## config.mk

```make
export PLATFORM = sky130hd
export DESIGN_NAME = paratoserial_nlane
export DESIGN_NICKNAME = d
export VERILOG_FILES = /design/src/rtl/paratoserial_nlane.sv
export SDC_FILE = /design/constraint.sdc
export NUM_CORES = 1
export LEC_CHECK = 0
export BUFFER_PORTS_ARGS = -buffer_cell sky130_fd_sc_hd__buf_4
export CORE_MARGIN = 3
export CORE_UTILIZATION = 51
export DETAILED_ROUTE_END_ITERATION = 8
export PLACE_DENSITY = 0.77
export SLEW_MARGIN = 10
export SYNTH_ARGS = -nofsm -noshare
export SYNTH_HDL_FRONTEND = slang
export SYNTH_SLANG_ARGS = --single-unit
```

## constraint.sdc

```tcl
create_clock -name clk -period 2.05 [get_ports clk]
set_input_delay 0 -clock clk [delete_from_list [all_inputs] [get_ports clk]]
set_output_delay 0 -clock clk [all_outputs]
set_load 0.005 [all_outputs]
```

## src/rtl/paratoserial_nlane.sv

```systemverilog
// paratoserial_nlane: LANES-wide MSB-first serializer driven by a bit counter,
// with COM link training, per-lane enable/valid and on-demand resync.
module paratoserial_nlane #(
   parameter int              WIDTH      = 8,
   parameter int              LANES      = 2,
   parameter int              SYNC_WORDS = 4,
   parameter logic [WIDTH-1:0] COM       = 8'hBC,
   parameter logic [WIDTH-1:0] IDLE      = 8'h7C
) (
   input  logic                   clk,
   input  logic                   reset,
   input  logic [LANES*WIDTH-1:0] in_data,
   input  logic [LANES-1:0]       in_valid,
   input  logic [LANES-1:0]       lane_en,
   input  logic                   resync,
   output logic                   word_req,
   output logic                   active,
   output logic [LANES-1:0]       ser_out
);
   localparam int CW = $clog2(WIDTH);
   localparam int SW = $clog2(SYNC_WORDS + 1);
   typedef enum logic {SYNC, ACTIVE} state_t;
   state_t                      state_q, state_d;
   logic [CW-1:0]               cnt_q, cnt_d;
   logic [SW-1:0]               sync_q, sync_d, sync_inc;
   logic                        pend_q, pend_d, restart, com_load;
   logic [LANES-1:0][WIDTH-1:0] sr_q, sr_d;
   always_comb begin
      word_req = cnt_q == CW'(WIDTH - 1);
      cnt_d    = word_req ? '0 : cnt_q + CW'(1);
      restart  = pend_q | resync;
      com_load = restart | (state_q == SYNC);
      // a resync load is itself COM #1, so counting restarts from zero
      sync_inc = (restart ? '0 : sync_q) + SW'(1);
      pend_d   = !word_req & (pend_q | resync);
      state_d  = state_q;
      sync_d   = sync_q;
      if (word_req && com_load) begin
         state_d = (sync_inc == SW'(SYNC_WORDS)) ? ACTIVE : SYNC;
         sync_d  = (sync_inc == SW'(SYNC_WORDS)) ? '0 : sync_inc;
      end
      for (int k = 0; k < LANES; k++) begin
         sr_d[k]    = word_req ? (!lane_en[k] ? '0 :
                                  com_load    ? COM :
                                  in_valid[k] ? in_data[k*WIDTH +: WIDTH] : IDLE)
                               : {sr_q[k][WIDTH-2:0], 1'b0};
         ser_out[k] = sr_q[k][WIDTH-1];
      end
      active = state_q == ACTIVE;
   end
   always_ff @(posedge clk or negedge reset) begin
      if (!reset) begin
         state_q <= SYNC;
         cnt_q   <= '0;
         sync_q  <= '0;
         pend_q  <= 1'b0;
         sr_q    <= '0;
      end else begin
         state_q <= state_d;
         cnt_q   <= cnt_d;
         sync_q  <= sync_d;
         pend_q  <= pend_d;
         sr_q    <= sr_d;
      end
   end
endmodule
```

Word level (Yosys, flattened, before mapping) --
Cells that the tools add are included.
Operators by class: $add $sub $neg 2, equal/unequal tests 2, reduce and logical (&&, ||, !) cells 2, bitwise logic cells 4, mux-type cells 12
Operators by type and width (number):
- $mux 8 | 8
- $mux 3 | 3
- $add 3x1->3 const B | 2
- $eq 3x3->1 const B | 2
- $or 1x1->1 | 2
- $and 1x1->1 | 1
- $logic_and 1x1->1 | 1
- $logic_not 1->1 | 1
- $mux 1 | 1
- $not 1->1 | 1
Storage, ports and cells: register bits 24, output and inout bits 4, logic and storage cells 28, bits of input ports 23

Logic depth before layout (Yosys ltp) --
depth in word-level cells 5, depth in mapped cells 6, gate-level depth less buffers 6

Worst setup path before layout --
Ideal clock, no wire load.
kind register -> register, start point register pend_q, end point register sync_q[2], buffers on the path 0, library setup time 0.126 ns, clock period less this slack 1.470 ns, data required time 1.924 ns, setup slack 0.580 ns, stages on the path, launching flop included 7, data arrival time 1.344 ns, path through dfrtp_1 nor2_1 and2_1 ha_1 nand3b_1 a21oi_1 a221o_2
On the way: cells in the longest elaborated chain, start to end 5, elaborated cells between the ends (all ways) 7, classes of those cells add/sub (1); eq/ne (1); mux (2); bitwise (2); reduce/logical (1)
Ends and longest elaborated chain:
- from (decl) | line 26 | logic pend_q, pend_d, restart, com_load;
- from (signal assigned) | line 62 | pend_q <= pend_d;
- $or 1x1->1 * | line 31 | restart = pend_q | resync;
- $mux 3 | line 34 | sync_inc = (restart ? '0 : sync_q) + SW'(1);
- $add 3x1->3 | line 34
- $eq 3x3->1 | line 40 | sync_d = (sync_inc == SW'(SYNC_WORDS)) ? '0 : sync_inc;
- $mux 3 | line 40
- to (signal assigned) | line 61 | sync_q <= sync_d;
- to (decl) | line 25 | logic [SW-1:0] sync_q, sync_d, sync_inc;
Every way passes the cells marked *; elsewhere a longest branch is shown, timed or not. A chain may end at the register's enable or synchronous reset.

==> key figures <==
Die
  • Chip width: 52.2 um
  • Chip height: 52.2 um
  • Std cell rows: 16
  • # IOs: 27
  • Initial Util: 0.544
  • Die area: 0.00273 mm^2
  • Core ar.: 0.00200 mm^2

Final layout
  • Commonest non-fill, non-tap cells in the layout: buf_4 (27), dfrtp_1 (24), dlygate4sd3_1 (21), inv_1 (17), nor2_1 (14)
  • Commonest non-fill, non-tap cell in the layout: buf_4
  • Nets: 182
  • Area grow syn2layout: 40.9%
  • Final Util: 0.767
  • Share of post-route cells with drive strength above 1: 0.235

Critical path
  • Crit-path cells: ha_1 > ha_2 > nand3_1 > dlygate4sd3_1 > o22ai_1
  • Crit path capture type: register
  • CP top delay family: buffers and inverters
  • Bufs and invs on worst path: 1
  • Critical path class: register to register
  • Crit path DAT: 2.07 ns
  • Crit Path Max Fanout: 18
  • CP max stage cell: dlygate4sd3_1
  • Crit-path max cell delay: 0.58 ns
  • CP required: 2.27 ns
  • Crit start category: register

Outcome
  • Status: complete, no violations

Synthesis
  • Syn Inst Count: 107
  • Syn_area_per_cell: 10.2 um^2
  • Simple-Gate Fraction of Synth Area: 0.154
  • Combinational family with the most area after synthesis: simple AND/OR/NAND/NOR gates
  • Register area share after synthesis: 0.551
  • Mux cell area share after synthesis: 0.0138
  • Largest cells by area after synthesis: dfrtp_1 (55%), o22ai_1 (6.9%), inv_1 (5.9%)
  • Yosys top cell area share: 0.551
  • Number of synthesized register bits: 24
  • Mapped cell area: 0.00109 mm^2
  • Yosys cell types: 26
  • Area leader, netlist: dfrtp_1
  • Compound-gate portion of the synthesized area: 0.142
  • Synth warnings: 0
  • Post-synthesis net count: 134
  • Post-Synth XOR/XNOR Area: 0.00804
  • Post-Synth Adder-Cell Area: 0.0459

Global routing
  • Initial antenna violation count: 1
  • Largest net degree at the start of global routing: 25
  • Global-route wire length before repair: 4.96 mm
  • Tot GR Track Use: 0.259
  • Vias in the first global route: 1085
  • GR Overflow Total: 0

Power
  • Power Density: 511 mW/mm^2
  • Lkg Pwr: 0.740 nW
  • Worst IR Drop VDD: 0.452 mV

Hold path
  • Hold crit path type: input pin to register

Clock network
  • Max Buffers Root-to-Sink: 2
  • Setup bufs post-CTS: 0
  • CTS tree: yes
  • CTS buffer count: 3
  • Skew-Pair Late Insertion Delay: 0.31 ns
  • Root Buffer: clkbuf_4
  • Clk pin slew, worst setup/hold paths: 0.13 ns
  • CTS sink cnt: 24
  • H-tree depth: 1

Timing
  • RSZ-0062 raised after global routing: false
  • Transition time of the tightest slew-check pin: 0.379 ns
  • Max-slew headroom: 0.747
  • Shortest period the worst path allows: 1.85 ns
  • Final hold viol count: 0
  • Slew Limit Fails: 0
  • Setup_tns: 0 ns
  • Endpoints failing setup: 0
  • Setup skew after layout: 0.00353 ns
  • Max Freq: 0.541 GHz
  • Period utilisation layout: 0.901

Detailed routing
  • Total iterations of the first detailed-routing run: 4
  • Via count: 1001
  • WL per Instance: 17.4 um
  • DRC errors left: 0
  • Initial DRC Count: 36
  • Post-DRT Antenna Nets: 0
  • Vias per inst: 5.53
  • Final wirelength: 3.15 mm

Place
  • Final GP Congestion: 0.792
  • IO Port Bufs: 26
  • DP HPWL: 1.64 mm

Flow run
  • Max_cap viols: 0
==> registers in the layout, summed over array words and instances (netlist names) <==
signal,flops
cnt_q,3
sync_q,3
ser_out,2
sr_q,14
active,1
pend_q,1
==> tightest hold or removal path, stage by stage <==
cell and delay, ns:
buf_4 0.12, nor2_1 0.08, nor2_1 0.08
==> through the flow <==
step,power [mW],setup WS [ns],hold slack (ns),std cells,instance area [um^2]
after floorplan,0.506,0.580,-0.296,107,1090
after global placement,0.555,0.424,-0.0908,156,1300
after detailed placement,0.556,0.359,-0.0854,156,1300
after CTS,0.776,0.114,0.00356,180,1530
after global routing,0.809,0.0492,0.00805,181,1540
final,0.784,0.202,0.00139,181,1540
==> final timing paths <==
path                               startpoint                  to  slack (ns)  cells after the start
max                        cnt_q[0]$_DFF_PN0_   sr_q[9]$_DFF_PN0_        0.20                      5
max reg2reg                cnt_q[0]$_DFF_PN0_   sr_q[9]$_DFF_PN0_        0.20                      5
min reg2reg                cnt_q[0]$_DFF_PN0_  cnt_q[0]$_DFF_PN0_        0.43                      1
max in group asynchronous               reset   sr_q[8]$_DFF_PN0_        1.71                      2
min                                    resync    pend_q$_DFF_PN0_       0.001                      3
min in group asynchronous               reset   sr_q[3]$_DFF_PN0_        0.11                      2
==> cell usage after synthesis (all sizes together) <==
| master | number |
|---|---|
| a21oi | 4 |
| a221o | 1 |
| a31oi | 1 |
| a32o | 1 |
| and2 | 2 |
| buf | 4 |
| clkbuf | 1 |
| dfrtp | 24 |
| ha | 4 |
| inv | 17 |
| mux2 | 1 |
| nand2 | 3 |
| nand3 | 4 |
| nand3b | 1 |
| nand4bb | 2 |
| nor2 | 14 |
| nor2b | 1 |
| nor3b | 2 |
| o2111ai | 2 |
| o21ai | 3 |
| o22ai | 12 |
| or2 | 1 |
| or3b | 1 |
| xor2 | 1 |
==> per-layer routing <==
metal | global-route usage | vias to the layer above | routed length (um)
li1 | - | 454 | -
met2 | 0.460 | 48 | 1660
met3 | 0.0484 | 14 | 182
met5 | 0 | - | 0
met4 | 0.140 | 0 | 125
met1 | 0.289 | 485 | 1180
==> kinds of logic after synthesis <==
| kind of cell | count (synthesis) |
|---|---|
| DFF | 24 |
| buffers and inverters | 22 |
| AOI/OAI and AO/OA | 24 |
| muxes | 1 |
| adders and majority gates | 4 |
| and+or+nand+nor | 31 |
| xor gates and xnor gates | 1 |
==> where the power goes <==
group / switching, mW / internal (mW) / total [mW]
combinational: 0.0376 / 0.0560 / 0.0936
clock: 0.135 / 0.0686 / 0.204
sequential: 0.00442 / 0.482 / 0.487
total: 0.177 / 0.607 / 0.784
==> final cells by class <==
class	count	area (um^2)
clock buffer	3	22.5
inverter	17	63.8
antenna	1	2.50
timing repair buffer	48	413
fill	133	467
sequential	24	601
multi-input combinational	61	399
tap	27	33.8
==> timing repair <==
action / in CTS / in global routing
hold endpoints to repair: 40 / 0
hold buffers: 21 / 0
endpoints found under the setup margin: 0 / 2
resized for setup: 0 / 1
No activity file was read; power rests on OpenSTA's default activity.
